[src/rtl/uart_pkg.sv]
`default_nettype none
// ============================================================================
// Module   : uart_pkg
// Brief    : Shared frame constants and FSM state types for the 8N1 UART.
// Revision : 1.0  initial release
// ============================================================================
package uart_pkg;

    localparam int FRAME_BITS = 10;
    localparam int DATA_BITS  = 8;

    typedef enum logic [0:0] {
        TX_IDLE     = 1'b0,
        TX_TRANSMIT = 1'b1
    } tx_state_t;

    typedef enum logic [0:0] {
        RX_IDLE    = 1'b0,
        RX_RECEIVE = 1'b1
    } rx_state_t;

endpackage
`default_nettype wire

[src/rtl/uart_bit_timer.sv]
`default_nettype none
// ============================================================================
// Module   : uart_bit_timer
// Brief    : Free-running baud counter; tick marks the last clock of a bit.
// Revision : 1.0  initial release
// ============================================================================
module uart_bit_timer #(
    parameter int BAUD_DIV = 2604
) (
    input  logic clk,
    input  logic rst,
    input  logic load,
    input  logic load_half,
    output logic tick
);

    localparam int                 c_cnt_w = $clog2(BAUD_DIV);
    localparam logic [c_cnt_w-1:0] c_last  = c_cnt_w'(BAUD_DIV - 1);
    localparam logic [c_cnt_w-1:0] c_half  = c_cnt_w'(BAUD_DIV / 2);
    localparam logic [c_cnt_w-1:0] c_one   = c_cnt_w'(1);

    logic [c_cnt_w-1:0] r_cnt;

    // Half-period preload lets the receiver sample in the middle of each bit.
    always_ff @(posedge clk or posedge rst) begin
        if (rst) begin
            r_cnt <= '0;
        end else if (load) begin
            r_cnt <= load_half ? c_half : '0;
        end else if (tick) begin
            r_cnt <= '0;
        end else begin
            r_cnt <= r_cnt + c_one;
        end
    end

    assign tick = (r_cnt == c_last);

endmodule
`default_nettype wire

[src/rtl/uart_transceiver.sv]
`default_nettype none
// ============================================================================
// Module   : uart_transceiver
// Brief    : 8N1 UART transmitter and receiver sharing one clock and reset.
// Revision : 1.0  initial release
// ============================================================================
module uart_transceiver
    import uart_pkg::*;
#(
    parameter int BAUD_DIV = 2604
) (
    input  logic                 clk,
    input  logic                 rst,
    input  logic                 trmt,
    input  logic [DATA_BITS-1:0] tx_data,
    output logic                 TX,
    output logic                 tx_done,
    input  logic                 RX,
    input  logic                 clr_rdy,
    output logic [DATA_BITS-1:0] rx_data,
    output logic                 rdy
);

    localparam int              c_bit_w    = $clog2(FRAME_BITS);
    localparam logic [c_bit_w-1:0] c_last_bit = c_bit_w'(FRAME_BITS - 1);
    localparam logic [c_bit_w-1:0] c_bit_one  = c_bit_w'(1);

    // ---------------------------------------------------------------- TX ----
    tx_state_t               r_tx_state, w_tx_state_nxt;
    logic                    w_tx_accept, w_tx_shift, w_tx_finish, w_tx_tick;
    logic [FRAME_BITS-1:0]   r_tx_shreg;
    logic [c_bit_w-1:0]      r_tx_bit_cnt;
    logic                    r_tx_done;

    uart_bit_timer #(.BAUD_DIV(BAUD_DIV)) u_tx_timer (
        .clk       (clk),
        .rst       (rst),
        .load      (w_tx_accept),
        .load_half (1'b0),
        .tick      (w_tx_tick)
    );

    always_ff @(posedge clk or posedge rst) begin
        if (rst) r_tx_state <= TX_IDLE;
        else     r_tx_state <= w_tx_state_nxt;
    end

    always_comb begin
        w_tx_state_nxt = r_tx_state;
        w_tx_accept    = 1'b0;
        w_tx_shift     = 1'b0;
        w_tx_finish    = 1'b0;
        case (r_tx_state)
            TX_IDLE: begin
                if (trmt) begin
                    w_tx_accept    = 1'b1;
                    w_tx_state_nxt = TX_TRANSMIT;
                end
            end
            TX_TRANSMIT: begin
                if (w_tx_tick) begin
                    w_tx_shift = 1'b1;
                    if (r_tx_bit_cnt == c_last_bit) begin
                        w_tx_finish    = 1'b1;
                        w_tx_state_nxt = TX_IDLE;
                    end
                end
            end
            default: w_tx_state_nxt = TX_IDLE;
        endcase
    end

    // The shift register bit 0 is the line itself; ones fill in behind the frame.
    always_ff @(posedge clk or posedge rst) begin
        if (rst) begin
            r_tx_shreg   <= '1;
            r_tx_bit_cnt <= '0;
            r_tx_done    <= 1'b0;
        end else if (w_tx_accept) begin
            r_tx_shreg   <= {1'b1, tx_data, 1'b0};
            r_tx_bit_cnt <= '0;
            r_tx_done    <= 1'b0;
        end else if (w_tx_shift) begin
            r_tx_shreg   <= {1'b1, r_tx_shreg[FRAME_BITS-1:1]};
            r_tx_bit_cnt <= r_tx_bit_cnt + c_bit_one;
            if (w_tx_finish) r_tx_done <= 1'b1;
        end
    end

    assign TX      = r_tx_shreg[0];
    assign tx_done = r_tx_done;

    // ---------------------------------------------------------------- RX ----
    rx_state_t               r_rx_state, w_rx_state_nxt;
    logic                    r_rx_meta, r_rx_sync;
    logic                    w_rx_start, w_rx_sample, w_rx_finish, w_rx_tick;
    logic [DATA_BITS-1:0]    r_rx_shreg;
    logic [c_bit_w-1:0]      r_rx_bit_cnt;
    logic [DATA_BITS-1:0]    r_rx_data;
    logic                    r_rdy;

    always_ff @(posedge clk or posedge rst) begin
        if (rst) begin
            r_rx_meta <= 1'b1;
            r_rx_sync <= 1'b1;
        end else begin
            r_rx_meta <= RX;
            r_rx_sync <= r_rx_meta;
        end
    end

    uart_bit_timer #(.BAUD_DIV(BAUD_DIV)) u_rx_timer (
        .clk       (clk),
        .rst       (rst),
        .load      (w_rx_start),
        .load_half (1'b1),
        .tick      (w_rx_tick)
    );

    always_ff @(posedge clk or posedge rst) begin
        if (rst) r_rx_state <= RX_IDLE;
        else     r_rx_state <= w_rx_state_nxt;
    end

    always_comb begin
        w_rx_state_nxt = r_rx_state;
        w_rx_start     = 1'b0;
        w_rx_sample    = 1'b0;
        w_rx_finish    = 1'b0;
        case (r_rx_state)
            RX_IDLE: begin
                if (!r_rx_sync) begin
                    w_rx_start     = 1'b1;
                    w_rx_state_nxt = RX_RECEIVE;
                end
            end
            RX_RECEIVE: begin
                if (w_rx_tick) begin
                    w_rx_sample = 1'b1;
                    if (r_rx_bit_cnt == c_last_bit) begin
                        w_rx_finish    = 1'b1;
                        w_rx_state_nxt = RX_IDLE;
                    end
                end
            end
            default: w_rx_state_nxt = RX_IDLE;
        endcase
    end

    // The start sample drops off the bottom after eight more shifts; the stop
    // sample only closes the frame and is never stored.
    always_ff @(posedge clk or posedge rst) begin
        if (rst) begin
            r_rx_shreg   <= '0;
            r_rx_bit_cnt <= '0;
            r_rx_data    <= '0;
        end else if (w_rx_start) begin
            r_rx_bit_cnt <= '0;
        end else if (w_rx_sample) begin
            r_rx_bit_cnt <= r_rx_bit_cnt + c_bit_one;
            if (w_rx_finish) r_rx_data  <= r_rx_shreg;
            else             r_rx_shreg <= {r_rx_sync, r_rx_shreg[DATA_BITS-1:1]};
        end
    end

    always_ff @(posedge clk or posedge rst) begin
        if (rst)                          r_rdy <= 1'b0;
        else if (w_rx_finish)             r_rdy <= 1'b1;
        else if (w_rx_start || clr_rdy)   r_rdy <= 1'b0;
    end

    assign rx_data = r_rx_data;
    assign rdy     = r_rdy;

endmodule
`default_nettype wire

[config.mk]
export PLATFORM = sky130hd
export DESIGN_NAME = uart_transceiver
export DESIGN_NICKNAME = d
export VERILOG_FILES = /design/src/rtl/uart_pkg.sv /design/src/rtl/uart_bit_timer.sv /design/src/rtl/uart_transceiver.sv
export SDC_FILE = /design/constraint.sdc
export NUM_CORES = 1
export LEC_CHECK = 0
export CAP_MARGIN = 20
export CORE_UTILIZATION = 61
export CTS_BUF_LIST = sky130_fd_sc_hd__clkbuf_16
export DETAILED_ROUTE_END_ITERATION = 16
export PLACE_DENSITY = 0.87
export SETUP_SLACK_MARGIN = 0.4
export SLEW_MARGIN = 15
export SYNTH_ARGS = -nofsm -noshare
export SYNTH_HDL_FRONTEND = slang
export SYNTH_SLANG_ARGS = --single-unit
[constraint.sdc]
create_clock -name clk -period 5.26 [get_ports clk]
set_input_delay 1.315 -clock clk [delete_from_list [all_inputs] [get_ports clk]]
set_output_delay 1.315 -clock clk [all_outputs]
set_load 0.05 [all_outputs]
# Yosys cells after proc, flatten, opt, wreduce, memory -nomap -nowiden
# Index checks and enable logic that the tools add are counted.
dict set report op_classes {
  n_shift 0
  multipliers 0
  n_mux 35
  bitwise_logic 4
  eq_ne 4
  reduce_logical 8
  n_lt_le_gt_ge 0
  addsub 4
  div 0
}
# cell n
set ops {}
lappend ops {{two-way mux 12 bit} 4}
lappend ops {{adder 12 x 1 -> 12 bit, second input constant} 2}
lappend ops {{equality test 12 bit, second input constant} 2}
lappend ops {{two-way mux 1 bit} 23}
lappend ops {{two-way mux 10 bit} 2}
lappend ops {{two-way mux 4 bit} 4}
lappend ops {{adder 4 x 1 -> 4 bit, second input constant} 2}
lappend ops {{equality test 4 bit, second input constant} 2}
lappend ops {{nonzero test 2 bit} 4}
lappend ops {{AND reduction 3 bit} 2}
lappend ops {{inverter 1 bit} 4}
lappend ops {{one-hot mux 1 bit (2 select lines)} 2}
lappend ops {{AND reduction 2 bit} 1}
lappend ops {{logical OR 1 bit} 1}
dict set report totals {
  regBits 64
  elab_cells 68
  romBits 0
  input_bits 13
  ramBits 0
  memories 0
  latch_bits 0
}

# Longest topological paths before layout
# Gate-level depths: netlist (run 1).
dict set report depth {
  ltp_word 7
  mapped_depth 6
}

# Hierarchy
# From an unflattened synthesis (run 1), not the netlist that was laid out.
dict set report hier_totals {
  hier_cells 261
  area_unflattened_um2 2945.3
}
# module area_per_inst_um2 n_inst cells_each
set by_module_without_submodules {}
lappend by_module_without_submodules {uart_transceiver 1646.6 1 133}
lappend by_module_without_submodules {uart_bit_timer 649.4 2 64}

# Worst setup path after synthesis (run 1)
# No wires, ideal clock.
dict set report synth_path {
  path_type {input to register}
  startpoint {input port trmt}
  endpoint {register r_tx_bit_cnt[0]}
  n_path_buf 0
  slack_ns 3.147
  arrival_time_ns 1.988
  required_time_ns 5.135
  path_stages 3
  cell_sequence {nor2b_1 > a21oi_2 > mux2_2}
}
dict set report synth_via {
  elab_chain_len 3
  elab_cells_between_ends 4
  classes_between {3 x mux; 1 x reduce/logical}
}
# item line_no
set synth_rtl {}
lappend synth_rtl {{start, declared} uart_transceiver.sv:14} ;# input logic trmt,
lappend synth_rtl {{two-way mux 1 bit (*)} uart_transceiver.sv:55} ;# if (trmt) begin
lappend synth_rtl {{two-way mux 1 bit (*)} uart_transceiver.sv:53} ;# case (r_tx_state)
lappend synth_rtl {{two-way mux 4 bit / nonzero test 2 bit (equally long branches)} --}
lappend synth_rtl {{end signal, assigned} uart_transceiver.sv:85} ;# r_tx_bit_cnt <= r_tx_bit_cnt + c_bit_one;
lappend synth_rtl {{end, declared} uart_transceiver.sv:32} ;# logic [c_bit_w-1:0] r_tx_bit_cnt;
# Mark *: on every way between the ends. The rest lies on a longest branch, timed or not.
# A chain may end at the register's enable or synchronous reset.

# Worst setup path after layout (run 1)
dict set report layout_path {
  startpoint {register r_tx_shreg[0]}
  endpoint {output port TX}
}
# item line_no
set layout_rtl {}
lappend layout_rtl {{start, declared} uart_transceiver.sv:31} ;# logic [FRAME_BITS-1:0] r_tx_shreg;
lappend layout_rtl {{start signal, assigned} uart_transceiver.sv:80} ;# r_tx_shreg <= {1'b1, tx_data, 1'b0};
lappend layout_rtl {{start signal, assigned} uart_transceiver.sv:84} ;# r_tx_shreg <= {1'b1, r_tx_shreg[FRAME_BITS-1:1]};
lappend layout_rtl {{end, declared} uart_transceiver.sv:16} ;# output logic TX,
# No word-level cell between the ends.

==> results of run 1 <==
stage by stage:
stage	power, mW	area (sq um)	instances	hold WS, ps	worst slack [ps]
detailed placement	0.706	3120	318	350	2480
global placement	0.697	3120	318	347	2550
CTS	1.22	3370	334	357	2280
floorplan	0.667	2840	247	345	2390
finish	1.21	3370	334	355	2290
global route	1.26	3370	334	357	2270
where the power goes:
| part | total [mW] | internal, mW | switching (mW) |
|---|---|---|---|
| Combinational | 0.113 | 0.0550 | 0.0578 |
| Clock | 0.511 | 0.309 | 0.202 |
| Sequential | 0.588 | 0.536 | 0.0515 |
| Total | 1.21 | 0.900 | 0.311 |
flip-flops by register name, indices dropped and copies added (netlist names):
register          flops
r_rx_state            1
tx_done               1
r_rx_meta             1
rx_data               8
u_rx_timer.r_cnt     12
r_tx_shreg            9
r_tx_state            1
r_rx_bit_cnt          4
u_tx_timer.r_cnt     12
r_tx_bit_cnt          4
r_rx_shreg            8
r_rx_sync             1
rdy                   1
final cells by class:
class	instances	area (sq um)	share of cell area, %
flip-flops and latches	63	1590	47.1
clock buffers	9	225	6.68
well taps	52	65.1	1.93
repair buffers	24	238	7.05
clock inverters	7	32.5	0.964
inverters	9	33.8	1.00
multi-input cells	170	1190	35.2
layer usage:
layer / vias to the layer above / wire [um] / part of all wire [%]
li1: 921 / - / -
met1: 972 / 2350 / 43
met2: 52 / 2790 / 52
met3: 11 / 163 / 3.0
met4: 0 / 108 / 2.0
met5: - / 0 / 0
final timing paths:
check / end / slack [ps] / cells after the start
hold / removal: r_rx_sync$_DFF_PP1_ / 350 / 0
setup reg to reg: rx_data[5]$_DFFE_PP0P_ / 2890 / 5
hold reg to reg: r_rx_sync$_DFF_PP1_ / 350 / 0
min in group asynchronous: r_tx_state$_DFF_PP0_ / 1420 / 2
max in group asynchronous: r_tx_shreg[5]$_DFFE_PP1P_ / 2970 / 3
setup / recovery: TX / 2290 / 1
logic make-up (layout without fill, tap and decap cells):
group | count (synthesis) | after routing | synth area share [%]
and+or+nand+nor | 103 | 103 | 19.6
adders and majority gates | 6 | 6 | 2.65
DFF | 63 | 63 | 56.1
AOI/OAI and AO/OA | 20 | 20 | 5.38
muxes | 19 | 19 | 7.45
xor gates and xnor gates | 22 | 22 | 6.79
buffers and inverters | 14 | 49 | 2.03
cell usage in the layout (no fill, tap or decap), drive strengths merged, types with 2 or more instances in the layout:
master         count
or2                2
nand2             24
xnor2              9
nor4               3
xor2              13
dfrtp             52
and4               2
nand4              6
nor3               5
o21ai              5
nor2              26
clkdlybuf4s50     23
a221o              6
mux2i              2
nand2b             4
dfstp             11
and3               3
inv               11
mux2              17
a21oi              4
clkbuf             9
nand3             15
and2               7
ha                 6
clkinv             4
a31o               2
==> results.cfg, run 1 <==
[grt]
grt_pass1_wl_um = 9200
met3_usage_pct = 6.20
met2_usage_pct = 40.2
grt_pass1_vias = 1958
use_met1_pct = 31.2
grt_usage_pct = 24.9
grt-busiest-layer = met2
antenna_found_initial = 0
grt_overflow = 0
grt_max_degree = 35

[worst_setup_path]
critPathTopFamily = buffers and inverters
rr_startpoint = u_rx_timer.r_cnt[0]$_DFF_PP0_
critPathBufInv = 1
crit_start = r_tx_shreg[0]$_DFFE_PP1P_
max_stage_delay_ps = 790
path_cells = clkdlybuf4s50_1
startpoint_type = flop
arrival_ps = 1650
cp_slowest_cell = clkdlybuf4s50_1
required_ps = 3940
crit_path_max_fanout = 2
critPathCaptureType = output port
criticalPathCategory = flop to output port

[floorplanning]
ioPinCount = 24
core_area_sq_um = 4410
dieHeight_um = 70.2
fp-row-count = 24
die_x_um = 70.2
dieArea_sq_um = 4930
start_util_pct = 64.3

[finish]
insertedDiodeCount = 0
fin_nets = 296
syn_to_final_growth_pct = 18.9
fin_util_pct = 76.4
drive_above_1_share_pct = 18.8
nFillCells = 285

[synthesis]
yosysWarnings = 0
synthTopCellsByArea = dfrtp_1 46%, dfstp_2 10%, mux2_2 6.7%
yosysMostFrequentCell = dfrtp_1
synth-seq-cells = 63
synth_edf_count = 0
synth_seq_area_share_pct = 56.1
syn_inst = 247
avgSynthCellArea_sq_um = 11.5
synthArstFlopShare_pct = 100
syn_area_sq_um = 2840
yosysUniqueCellTypes = 41
ys.flop_type = dfrtp_1
synth_top_area_cell = dfrtp_1
synth_commonest_cells = 52 x dfrtp_1, 25 x nor2_1, 23 x nand2_1, 17 x mux2_2, 15 x nand3_1
synth_nets = 266
synth_top_area_share_pct = 45.9

[pwr]
power_density_nw_per_um2 = 359
worst_ir_drop_vdd_uv = 247
p_leak_nw = 1.53

[detailed_routing]
vias_per_cell = 5.86
drcViolationCount = 0
firstDrtPassIters = 4
num_vias = 1956
drtIter0Drc = 178
ant_nets = 0
avgRoutedWirePerCell_um = 16.2
routed_wl_um = 5410

[place]
place.port_buffers = 23
gp_congestion = 0.777
hpwl_um = 3580

[clock_network]
postCtsResizedCells = 0
htreeDepth = 3
root_buffer = clkbuf_16
cts_num_sinks = 63
cts_buffers = 9
cts_max_path_buffers = 2
cts_setup_buffers = 0
worstSkewPairLatency_ps = 330
tritoncts = built
postCtsHoldBufs = 0
path_clk_slew_ps = 50

[sta]
fin_setup_tns_ps = 0
tightest_slew_ps = 691
hold_violations = 0
fin_crit_sh_pct = 56.4
setup_viol = 0
final_max_slew_viol_count = 0
fmax_ghz = 0.337
finClkSkew_ps = 5.71
slew_headroom_pct = 53.8
final.min_clock_period_ps = 2970
rsz0062_at_grt = no

[run]
maxCapViolCount = 0

[min_path]
hp-class = flop to flop
hold_path_startpoint = r_rx_meta$_DFF_PP1_

[status]
status = completed
Note: power is estimated with default switching activity, not from simulation.
==> run 2: changes to the inputs <==
CORE_UTILIZATION = 57   (was 61)
PLACE_DENSITY = 0.83   (was 0.87)
clock period = 3 ns   (was 5.26 ns; I/O delays follow)
==> results.cfg, run 2 (same netlist as run 1, synthesis figures left out) <==
[clock_network]
cts_num_sinks = 63
postCtsResizedCells = 0
root_buffer = clkbuf_16
cts_buffers = 9
htreeDepth = 3
path_clk_slew_ps = 60
cts_max_path_buffers = 2
cts_setup_buffers = 0
postCtsHoldBufs = 0
worstSkewPairLatency_ps = 340
tritoncts = built

[sta]
slew_headroom_pct = 66.5
tightest_slew_ps = 501
hold_violations = 0
finClkSkew_ps = 8.90
setup_viol = 0
fin_setup_tns_ps = 0
final.min_clock_period_ps = 2420
fmax_ghz = 0.413
final_max_slew_viol_count = 0
fin_crit_sh_pct = 80.6
rsz0062_at_grt = no

[floorplanning]
ioPinCount = 24
dieHeight_um = 72.5
core_area_sq_um = 4750
die_x_um = 72.5
fp-row-count = 25
dieArea_sq_um = 5260
start_util_pct = 59.7

[worst_setup_path]
path_cells = clkdlybuf4s50_1
arrival_ps = 1670
criticalPathCategory = flop to output port
max_stage_delay_ps = 800
rr_startpoint = u_rx_timer.r_cnt[0]$_DFF_PP0_
required_ps = 2250
critPathTopFamily = buffers and inverters
cp_slowest_cell = clkdlybuf4s50_1
critPathCaptureType = output port
ff2ff_path_depth = 5
startpoint_type = flop
crit_path_max_fanout = 2
critPathBufInv = 1
crit_start = r_tx_shreg[0]$_DFFE_PP1P_
cp.depth = 1

[detailed_routing]
ant_nets = 0
num_vias = 1895
drtIter0Drc = 123
avgRoutedWirePerCell_um = 14.4
vias_per_cell = 5.43
routed_wl_um = 5040
drcViolationCount = 0
firstDrtPassIters = 4

[place]
gp_congestion = 0.814
hpwl_um = 3090
place.port_buffers = 23
place_area_sq_um = 3150

[pwr]
worst_ir_drop_vdd_uv = 458
power_density_nw_per_um2 = 633
p_leak_nw = 1.53

[grt]
grt_max_degree = 64
met3_usage_pct = 4.58
antenna_found_initial = 0
grt_pass1_vias = 1864
grt_usage_pct = 22.4
use_met1_pct = 30.2
grt_overflow = 0
grt_pass1_wl_um = 8740
grt-busiest-layer = met2
met2_usage_pct = 33.6

[run]
maxCapViolCount = 0

[status]
status = completed

[min_path]
hold_path_startpoint = r_rx_meta$_DFF_PP1_
whs_path_depth = 0
hp-class = flop to flop

[finish]
insertedDiodeCount = 0
nFillCells = 337
finish.instance_area_sq_um = 3420
syn_to_final_growth_pct = 20.6
layout_common_cells = 52 x dfrtp_1, 25 x nor2_1, 23 x nand2_1, 23 x clkdlybuf4s50_1, 17 x mux2_2
fin_util_pct = 71.9
final_common_cell = dfrtp_1
fin_nets = 296
reg_top3 = u_rx_timer.r_cnt (12), u_tx_timer.r_cnt (12), r_tx_shreg (9)
drive_above_1_share_pct = 20.2
[run 2: cell count changes in the layout (fill, tap and decap cells not counted), sizes merged]
cell / change
inv: -1
clkinvlp: +1
[run 2: worst paths after layout]
check / slack, ps / endpoint
worst min register to register: 360 / r_rx_sync$_DFF_PP1_
max in group asynchronous: 1910 / r_tx_shreg[4]$_DFFE_PP1P_
worst max-delay path: 580 / TX
worst max register to register: 690 / rx_data[2]$_DFFE_PP0P_
min in group asynchronous: 800 / u_rx_timer.r_cnt[5]$_DFF_PP0_
worst min-delay path: 360 / r_rx_sync$_DFF_PP1_
[run 2: layout make-up]
cell class	count	area [sq um]	area share (%)
Clock buffer	9	225	6.59
Clock inverter	7	47.5	1.39
Inverter	9	33.8	0.988
Multi-Input combinational cell	170	1190	34.8
Sequential cell	63	1590	46.5
Tap cell	67	83.8	2.45
Timing Repair Buffer	24	250	7.32
[run 2: per-stage QoR]
step | cells | total power [mW] | hold WS [ps] | setup slack [ps]
after floorplan | 247 | 1.17 | 345 | 698
after CTS | 349 | 2.18 | 356 | 581
final | 349 | 2.17 | 360 | 581
after global routing | 349 | 2.24 | 362 | 544
after global placement | 333 | 1.22 | 347 | 843
after detailed placement | 333 | 1.24 | 347 | 775
[run 2: where the power goes]
group,internal (mW),total (mW),switching (mW),leakage (nW)
Sequential,0.939,1.03,0.0917,0.784
Clock,0.557,0.937,0.380,0.132
Combinational,0.0986,0.197,0.0983,0.619
Total,1.59,2.17,0.571,1.53
[run 2: layer usage]
| metal | vias to the layer above | wire length (um) |
|---|---|---|
| li1 | 921 | - |
| met3 | 8 | 144 |
| met1 | 932 | 2370 |
| met5 | - | 0 |
| met2 | 34 | 2420 |
| met4 | 0 | 104 |
==> run 3: changes to the inputs <==
clock period = 2.3 ns   (was 3 ns; I/O delays follow)
==> results.cfg, run 3 (same netlist as run 1, synthesis figures left out) <==
[status]
status = completed

[place]
place.port_buffers = 23
place_area_sq_um = 3200
dp.cells = 338
hpwl_um = 3260
gp_congestion = 0.815

[worst_setup_path]
cp_slowest_cell = or4b_4
rr_startpoint = u_tx_timer.r_cnt[4]$_DFF_PP0_
startpoint_type = flop
crit_start = u_tx_timer.r_cnt[4]$_DFF_PP0_
ff2ff_setup_slack_ps = 390
arrival_ps = 2130
critPathCaptureType = flop
endpoint = r_tx_bit_cnt[0]$_DFFE_PP0P_
max_stage_delay_ps = 560
cp.depth = 5
reg2reg_to = r_tx_bit_cnt[0]$_DFFE_PP0P_
critPathTopFamily = simple AND/OR/NAND/NOR gates
crit_path_max_fanout = 8
path_cells = or4b_4 -> nor4_4 -> buf_4 -> a21oi_2 -> mux2_2
ff2ff_path_depth = 5
critPathBufInv = 1
criticalPathCategory = flop to flop
required_ps = 2520

[sta]
rsz0062_at_grt = yes
final.min_clock_period_ps = 1910
fin_crit_sh_pct = 82.9
hold_violations = 0
final_max_slew_viol_count = 0
fin_setup_tns_ps = 0
tightest_slew_ps = 500
finClkSkew_ps = 5.81
fmax_ghz = 0.524
setup_viol = 0
slew_headroom_pct = 66.8

[floorplanning]
start_util_pct = 59.7
dieHeight_um = 72.5
fp-row-count = 25
dieArea_sq_um = 5260
core_area_sq_um = 4750
die_x_um = 72.5
ioPinCount = 24

[clock_network]
cts_max_path_buffers = 2
cts_buffers = 9
worstSkewPairLatency_ps = 330
tritoncts = built
htreeDepth = 3
path_clk_slew_ps = 60
root_buffer = clkbuf_16
cts_num_sinks = 63

[grt]
grt_overflow = 0
antenna_found_initial = 0
grt_usage_pct = 22.4
grt_max_degree = 45
grt_pass1_vias = 1935
grt_pass1_wl_um = 8760

[finish]
finish.instance_area_sq_um = 3600
drive_above_1_share_pct = 26.0
final_common_cell = dfrtp_1
layout_common_cells = 51 x dfrtp_1, 25 x nor2_1, 23 x nand2_1
layoutNonFillerInstCount = 359
insertedDiodeCount = 0
fin_nets = 306
syn_to_final_growth_pct = 26.9
reg_top3 = u_rx_timer.r_cnt (12), u_tx_timer.r_cnt (12), r_tx_shreg (9)

[detailed_routing]
num_vias = 1951
vias_per_cell = 5.43
drtIter0Drc = 98
avgRoutedWirePerCell_um = 14.7
drcViolationCount = 0
ant_nets = 0
firstDrtPassIters = 4
routed_wl_um = 5290

[pwr]
worst_ir_drop_vdd_uv = 579
p_leak_nw = 1.64
p_total_mw = 3.10
power_density_nw_per_um2 = 862

[run]
maxCapViolCount = 0

[min_path]
hp-class = flop to flop
[run 3: worst min-delay path by stage]
stage                        start                  end  slack (ps)  cells past startpoint
2_1_floorplan  r_rx_meta$_DFF_PP1_  r_rx_sync$_DFF_PP1_         350                      0
3_3_place_gp   r_rx_meta$_DFF_PP1_  r_rx_sync$_DFF_PP1_         350                      0
3_5_place_dp   r_rx_meta$_DFF_PP1_  r_rx_sync$_DFF_PP1_         350                      0
4_1_cts        r_rx_meta$_DFF_PP1_  r_rx_sync$_DFF_PP1_         360                      0
5_1_grt        r_rx_meta$_DFF_PP1_  r_rx_sync$_DFF_PP1_         360                      0
6_report       r_rx_meta$_DFF_PP1_  r_rx_sync$_DFF_PP1_         360                      0
[run 3: where the power goes]
group	internal [mW]	switching (mW)
Clock	0.962	0.533
Combinational	0.135	0.133
Sequential	1.22	0.114
[run 3: layer usage]
metal	global-route usage [%]	share of wire (%)
met5	0	0
met4	14.2	2.0
met3	4.58	3.3
met2	34.5	48
met1	29.1	47
[run 3: worst register-to-register path, delay by kind of cell (launching register included)]
kind                   cells  cell delay, ps
flip-flops                 1             420
multiplexers               1             300
AND/OR/NAND/NOR            2             770
buffers and inverters      1             190
AO/OA/AOI/OAI              1             120
[run 3: per-stage QoR]
stage	setup WS (ps)	util [%]	hold WS, ps
2_1_floorplan	409	-	345
3_3_place_gp	269	67.4	347
3_5_place_dp	203	67.4	349
4_1_cts	329	75.2	357
5_1_grt	346	75.7	363
6_report	392	75.7	356
[run 3: final cells by class]
cell class | count | area [sq um]
sequential | 63 | 1590
multi-input combinational | 170 | 1240
fill | 293 | 1160
timing repair buffer | 34 | 312
clock buffer | 9 | 225
clock inverter | 7 | 105
tap | 67 | 83.8
inverter | 9 | 37.5
[run 3: repair_timing]
action                                  in CTS  in global routing
hold buffers                                 0                  0
endpoints found under the setup margin      50                 28
pin swaps                                    1                  3
resized for setup                           20                  4
hold endpoints to repair                     0                  0
buffers inserted                             2                  3
